### src/rtl/pc_fetch_unit.sv
// pc_fetch_unit: MIPS instruction-fetch stage.
// Owns the PC, requests instructions from imem, hands {instr, instr_pc} to
// decode and accepts branch/jump redirects from later stages.
// Optional macro PC_ALIGN_CHECK_EN: misaligned redirect targets raise a sticky
// align_fault and halt fetch; without it, targets are word-aligned by masking.
module pc_fetch_unit #(
  parameter logic [31:0] RESET_PC = 32'h0000_0000,
  parameter int unsigned COUNT_W  = 16
) (
  input  logic               clk,
  input  logic               reset_n,
  output logic [31:0]        pc,
  input  logic [31:0]        pc_plus4,
  output logic               imem_req,
  output logic [31:0]        imem_addr,
  input  logic               imem_ready,
  input  logic [31:0]        imem_rdata,
  output logic               instr_valid,
  output logic [31:0]        instr,
  output logic [31:0]        instr_pc,
  input  logic               id_ready,
  input  logic               redirect,
  input  logic [31:0]        redirect_pc,
  output logic [COUNT_W-1:0] fetch_count
`ifdef PC_ALIGN_CHECK_EN
  ,
  output logic               align_fault
`endif
);

  typedef enum logic [1:0] {
    IDLE  = 2'd0,
    REQ   = 2'd1,
    VALID = 2'd2
  } state_t;

  state_t              state_q, state_d;
  logic [31:0]         pc_q, pc_d;
  logic                pend_q, pend_d;
  logic [31:0]         pend_pc_q, pend_pc_d;
  logic [31:0]         instr_q, instr_d;
  logic [31:0]         instr_pc_q, instr_pc_d;
  logic                valid_q, valid_d;
  logic [COUNT_W-1:0]  count_q, count_d;
  logic                req_q;

  logic                take_c;
  logic                bad_c;
  logic                halted_c;
  logic [31:0]         tgt_c;

`ifdef PC_ALIGN_CHECK_EN
  logic                fault_q, fault_d;

  // Misaligned targets fault instead of loading; a faulted unit ignores redirects
  always_comb begin
    tgt_c    = redirect_pc;
    halted_c = fault_q;
    bad_c    = redirect & (|redirect_pc[1:0]) & ~fault_q;
    take_c   = redirect & ~(|redirect_pc[1:0]) & ~fault_q;
  end

  assign align_fault = fault_q;
`else
  // Targets are forced onto a word boundary
  always_comb begin
    tgt_c    = redirect_pc & 32'hFFFF_FFFC;
    halted_c = 1'b0;
    bad_c    = 1'b0;
    take_c   = redirect;
  end
`endif

  // Next-state and datapath update for the IDLE/REQ/VALID fetch FSM
  always_comb begin
    state_d    = state_q;
    pc_d       = pc_q;
    pend_d     = pend_q;
    pend_pc_d  = pend_pc_q;
    instr_d    = instr_q;
    instr_pc_d = instr_pc_q;
    valid_d    = valid_q;
    count_d    = count_q;
`ifdef PC_ALIGN_CHECK_EN
    fault_d    = fault_q;
`endif

    if (bad_c) begin
      state_d = IDLE;
      valid_d = 1'b0;
      pend_d  = 1'b0;
`ifdef PC_ALIGN_CHECK_EN
      fault_d = 1'b1;
`endif
    end else begin
      case (state_q)
        IDLE: begin
          if (take_c) begin
            pc_d    = tgt_c;
            valid_d = 1'b0;
            state_d = REQ;
          end else if (!halted_c) begin
            state_d = REQ;
          end
        end
        REQ: begin
          if (imem_ready) begin
            if (take_c) begin
              pc_d   = tgt_c;
              pend_d = 1'b0;
            end else if (pend_q) begin
              pc_d   = pend_pc_q;
              pend_d = 1'b0;
            end else begin
              instr_d    = imem_rdata;
              instr_pc_d = pc_q;
              valid_d    = 1'b1;
              pc_d       = pc_plus4;
              state_d    = VALID;
            end
          end else if (take_c) begin
            // Address must stay stable while the request is outstanding
            pend_d    = 1'b1;
            pend_pc_d = tgt_c;
          end
        end
        VALID: begin
          if (take_c) begin
            pc_d    = tgt_c;
            valid_d = 1'b0;
            state_d = REQ;
          end else if (id_ready) begin
            valid_d = 1'b0;
            count_d = count_q + COUNT_W'(1);
            state_d = REQ;
          end
        end
        default: begin
          state_d = IDLE;
        end
      endcase
    end
  end

  // State and output registers with synchronous active-low reset
  always_ff @(posedge clk) begin
    if (!reset_n) begin
      state_q    <= IDLE;
      pc_q       <= RESET_PC;
      pend_q     <= 1'b0;
      pend_pc_q  <= 32'h0;
      instr_q    <= 32'h0;
      instr_pc_q <= 32'h0;
      valid_q    <= 1'b0;
      count_q    <= '0;
      req_q      <= 1'b0;
`ifdef PC_ALIGN_CHECK_EN
      fault_q    <= 1'b0;
`endif
    end else begin
      state_q    <= state_d;
      pc_q       <= pc_d;
      pend_q     <= pend_d;
      pend_pc_q  <= pend_pc_d;
      instr_q    <= instr_d;
      instr_pc_q <= instr_pc_d;
      valid_q    <= valid_d;
      count_q    <= count_d;
      req_q      <= (state_d == REQ);
`ifdef PC_ALIGN_CHECK_EN
      fault_q    <= fault_d;
`endif
    end
  end

  assign pc          = pc_q;
  assign imem_addr   = pc_q;
  assign imem_req    = req_q;
  assign instr       = instr_q;
  assign instr_pc    = instr_pc_q;
  assign instr_valid = valid_q;
  assign fetch_count = count_q;

endmodule

### config.mk
export PLATFORM = sky130hd
export DESIGN_NAME = pc_fetch_unit
export DESIGN_NICKNAME = d
export VERILOG_FILES = /design/src/rtl/pc_fetch_unit.sv
export SDC_FILE = /design/constraint.sdc
export NUM_CORES = 1
export LEC_CHECK = 0
export CAP_MARGIN = 20
export CELL_PAD_IN_SITES_DETAIL_PLACEMENT = 0
export CELL_PAD_IN_SITES_GLOBAL_PLACEMENT = 1
export CORE_AREA = 5 5 142 144
export DETAILED_ROUTE_END_ITERATION = 16
export DIE_AREA = 0 0 147 149
export GPL_ROUTABILITY_DRIVEN = 0
export PLACE_DENSITY = 0.89
export SYNTH_ARGS = -nofsm -noshare
export SYNTH_HDL_FRONTEND = slang
export SYNTH_SLANG_ARGS = --single-unit
### constraint.sdc
create_clock -name clk -period 2.7 [get_ports clk]
set_input_delay 0.27 -clock clk [delete_from_list [all_inputs] [get_ports clk]]
set_output_delay 0.27 -clock clk [all_outputs]
set_load 0.1 [all_outputs]
==> impl_metrics.py <==
metrics = {
    "timing": {
        "hold-worst-slack_ns": 0.400,
        "report.final.setup_viol": 0,
        "rsz0062_at_grt": "no",
        "fmax_ghz": 0.534,
        "setup_ws_ns": 0.827,
        "timing.final.crit_share_pct": 69.4,
        "final-hold-violation-count": 0,
        "maxSlewViolCount": 0,
        "min_period_ns": 1.87,
        "worstMarginPinSlew_ns": 0.701,
        "setup-tns-final_ns": 0,
        "final.setup_skew_ns": 0.00928,
        "max_slew_margin_pct": 53.3,
    },
    "floorplan": {
        "core_region_area_mm2": 0.0186,
        "io-pin-count": 247,
        "initial_core_util_pct": 32.8,
        "std_cell_rows": 50,
        "dieArea_mm2": 0.0219,
        "die_x_um": 147,
        "die_height_um": 149,
    },
    "worst_hold_path": {
        "worst_hold_path_type": "primary input to register",
    },
    "global_routing": {
        "first_global_vias": 5409,
        "grt_antenna_before_repair": 2,
        "grt_max_degree": 54,
        "grt_first_pass_wirelength_mm": 29.2,
        "grt_use_total_pct": 16.5,
        "grt_remaining_overflow": 0,
    },
    "worst_setup_path": {
        "regToRegEndpoint": "instr[8]$_SDFFE_PN0P_",
        "worstSetupStartpoint": "state_q[0]$_SDFF_PN0_",
        "critical_path.reg2reg.startpoint": "state_q[0]$_SDFF_PN0_",
        "cp.required_ns": 3.04,
        "crit_path_end": "instr[8]$_SDFFE_PN0P_",
        "critical_path_peak_fanout": 41,
        "arrival_time_at_the_worst_endpoint_ns": 2.22,
        "reg2regPathDepth": 5,
        "timing.critical_path.from_type": "register",
        "crit_chain": "nor3b_1, and3b_2, buf_12, nand2_1, a21oi_1",
        "timing.setup.critical_path_class": "register to register",
        "worstSetupEndpointType": "register",
        "worst-r2r-setup-slack_ns": 0.83,
        "largest_stage_delay_worst_path_ns": 0.54,
        "slowest_stage": "dfxtp_1",
    },
    "layout": {
        "area_of_the_multi_input_gates_mm2": 0.00265,
        "area.sequential_mm2": 0.00294,
        "final.fill_count": 1872,
        "post_route_cells_drive_above_1_share_pct": 21.0,
        "area_growth_syn_to_layout_pct": 42.9,
        "antennaDiodeCount": 0,
        "nets": 1060,
    },
    "route": {
        "wire_per_inst_um": 15.5,
        "drcViolationCount": 0,
        "vias_per_cell": 4.80,
        "drt_iter0_drc": 184,
        "drt_pre_antenna_iters": 4,
        "wl_mm": 18.7,
        "count_of_antenna_violating_nets_left_after_detailed_routing": 0,
        "vias": 5768,
    },
    "clocking": {
        "clock_tree.buffer_depth": 2,
        "cts_hold_buf": 0,
        "clkTransAtPathRegs_ns": 0.06,
        "cts_root_buf": "clkbuf_16",
        "clock_insertion_delay_worst_skew_ns": 0.41,
        "cts-resized-gates": 0,
        "clock-sinks": 147,
        "post-cts-setup-buffer-count": 0,
        "tritoncts.num_buffers": 17,
        "clock_tree.htree_level_count": 4,
        "cts_tree": "yes",
    },
    "logic_synthesis": {
        "async_reset_ff_share_pct": 0,
        "post_synth_inst_count": 766,
        "synth_area_mm2": 0.00609,
        "syn_area_per_cell_um2": 7.95,
        "synth-main-ff-cell": "dfxtp_1",
        "synth_seq_area_share_pct": 48.3,
        "edff_count_synth": 0,
        "synth_warnings": 0,
        "ys_types": 35,
        "mappedNetlistNets": 868,
        "yosys_register_bits": 147,
    },
    "placed_design": {
        "preCtsSetupSlack_ns": 0.509,
        "detailed_place_hpwl_mm": 13.0,
        "port-buffer-count": 244,
    },
    "run": {
        "cap_viol_max_count": 0,
    },
    "power_and_ir_drop": {
        "vdd_drop_max_v": 0.000418,
        "powerDensity_mw_per_mm2": 668,
        "p_leak_nw": 3.34,
    },
    "run_status": {
        "run_status": "completed",
    },
}
state kept, by name (all words and copies together), names as in the netlist:
register,count
imem_addr,32
pend_pc_q,30
instr_pc,32
instr,32
imem_req,1
state_q,2
pend_q,1
instr_valid,1
fetch_count,16
cells in the mapped netlist (5+ instances only):
| library cell | instances | area (um2) |
|---|---|---|
| nand2_1 | 262 | 983 |
| dfxtp_1 | 147 | 2940 |
| a21oi_1 | 132 | 661 |
| clkbuf_1 | 45 | 169 |
| buf_4 | 33 | 248 |
| mux2i_1 | 32 | 320 |
| o211ai_1 | 30 | 225 |
| nor2_1 | 16 | 60.1 |
| xnor2_1 | 8 | 70.1 |
| buf_2 | 6 | 30.0 |
| inv_1 | 6 | 22.5 |
| nand3_1 | 6 | 30.0 |
| nand4_1 | 5 | 31.3 |
power breakdown:
group          internal, mW  switching, mW  leakage [nW]  total (mW)
clock network          1.21          0.905         0.258        2.11
logic                 0.370           1.01          1.89        1.38
registers              2.25         0.0675          1.19        2.32
total                  3.83           1.99          3.34        5.81
final cells by class:
| type | instances | area share (%) |
|---|---|---|
| clock buffers | 20 | 5.25 |
| clock inverters | 9 | 0.676 |
| inverters | 7 | 0.331 |
| multi-input cells | 524 | 30.5 |
| flip-flops and latches | 147 | 33.8 |
| well taps | 234 | 3.36 |
| repair buffers | 261 | 26.1 |
how the worst min path moves through the flow:
| stage | start | to | depth (start not counted) |
|---|---|---|---|
| 2_1_floorplan | redirect_pc[30] | pend_pc_q[30]$_SDFFE_PN0P_ | 2 |
| 3_3_place_gp | instr_pc[12]$_SDFFE_PN0P_ | instr_pc[12]$_SDFFE_PN0P_ | 2 |
| 3_5_place_dp | instr[5]$_SDFFE_PN0P_ | instr[5]$_SDFFE_PN0P_ | 2 |
| 4_1_cts | imem_rdata[13] | instr[13]$_SDFFE_PN0P_ | 3 |
| 5_1_grt | imem_rdata[10] | instr[10]$_SDFFE_PN0P_ | 3 |
| 6_report | imem_rdata[13] | instr[13]$_SDFFE_PN0P_ | 3 |
kinds of logic (layout without fill, tap and decap cells):
logic type,Yosys count,after routing,synth area share (%)
simple gates,312,312,20.9
compound gates,168,168,15.2
flops,147,147,48.3
buf+inv,95,297,8.51
mux,32,32,5.26
xor+xnor,11,11,1.58
fa+ha+maj,1,1,0.205
layer usage:
metal	vias to the layer above	GRT usage, %	routed length, um
met5	-	0	27
met4	4	4.43	278
met3	18	5.80	1320
met2	170	27.4	8720
met1	2683	20.6	8320
li1	2893	-	-
worst max-delay path: cells and delay by family (launching register included):
| kind | cells | cell delay [ns] |
|---|---|---|
| AOI/OAI and AO/OA | 1 | 0.13 |
| and+or+nand+nor | 3 | 0.91 |
| DFF | 1 | 0.54 |
| buffers and inverters | 1 | 0.22 |
stage by stage:
stage / instance area, um2 / cells / power [mW] / utilization (%)
after CTS: 8700 / 1202 / 5.90 / 46.8
final: 8700 / 1202 / 5.81 / 46.8
after detailed placement: 8190 / 1173 / 3.76 / 44.1
after global routing: 8700 / 1202 / 6.06 / 46.8
after global placement: 8190 / 1173 / 3.76 / 44.1
after floorplan: 6090 / 766 / 3.39 / -
layout by cell type, fill, tap and decap left out, drive strengths merged, types with 2 or more instances in the layout:
cell | synthesis | routed
nor3 | 4 | 4
nand2b | 2 | 2
dfxtp | 147 | 147
and3 | 3 | 3
xnor2 | 8 | 8
a21oi | 132 | 132
mux2i | 32 | 32
buf | 43 | 163
inv | 6 | 9
nand2 | 262 | 262
o211ai | 30 | 30
clkbuf | 45 | 20
nor2 | 16 | 16
xor2 | 3 | 3
nand4 | 5 | 5
o21ai | 3 | 3
nand3b | 3 | 3
nor4 | 3 | 3
clkinv | 1 | 6
clkdlybuf4s50 | 0 | 98
nand3 | 6 | 6
Note: power is estimated with default switching activity, not from simulation.
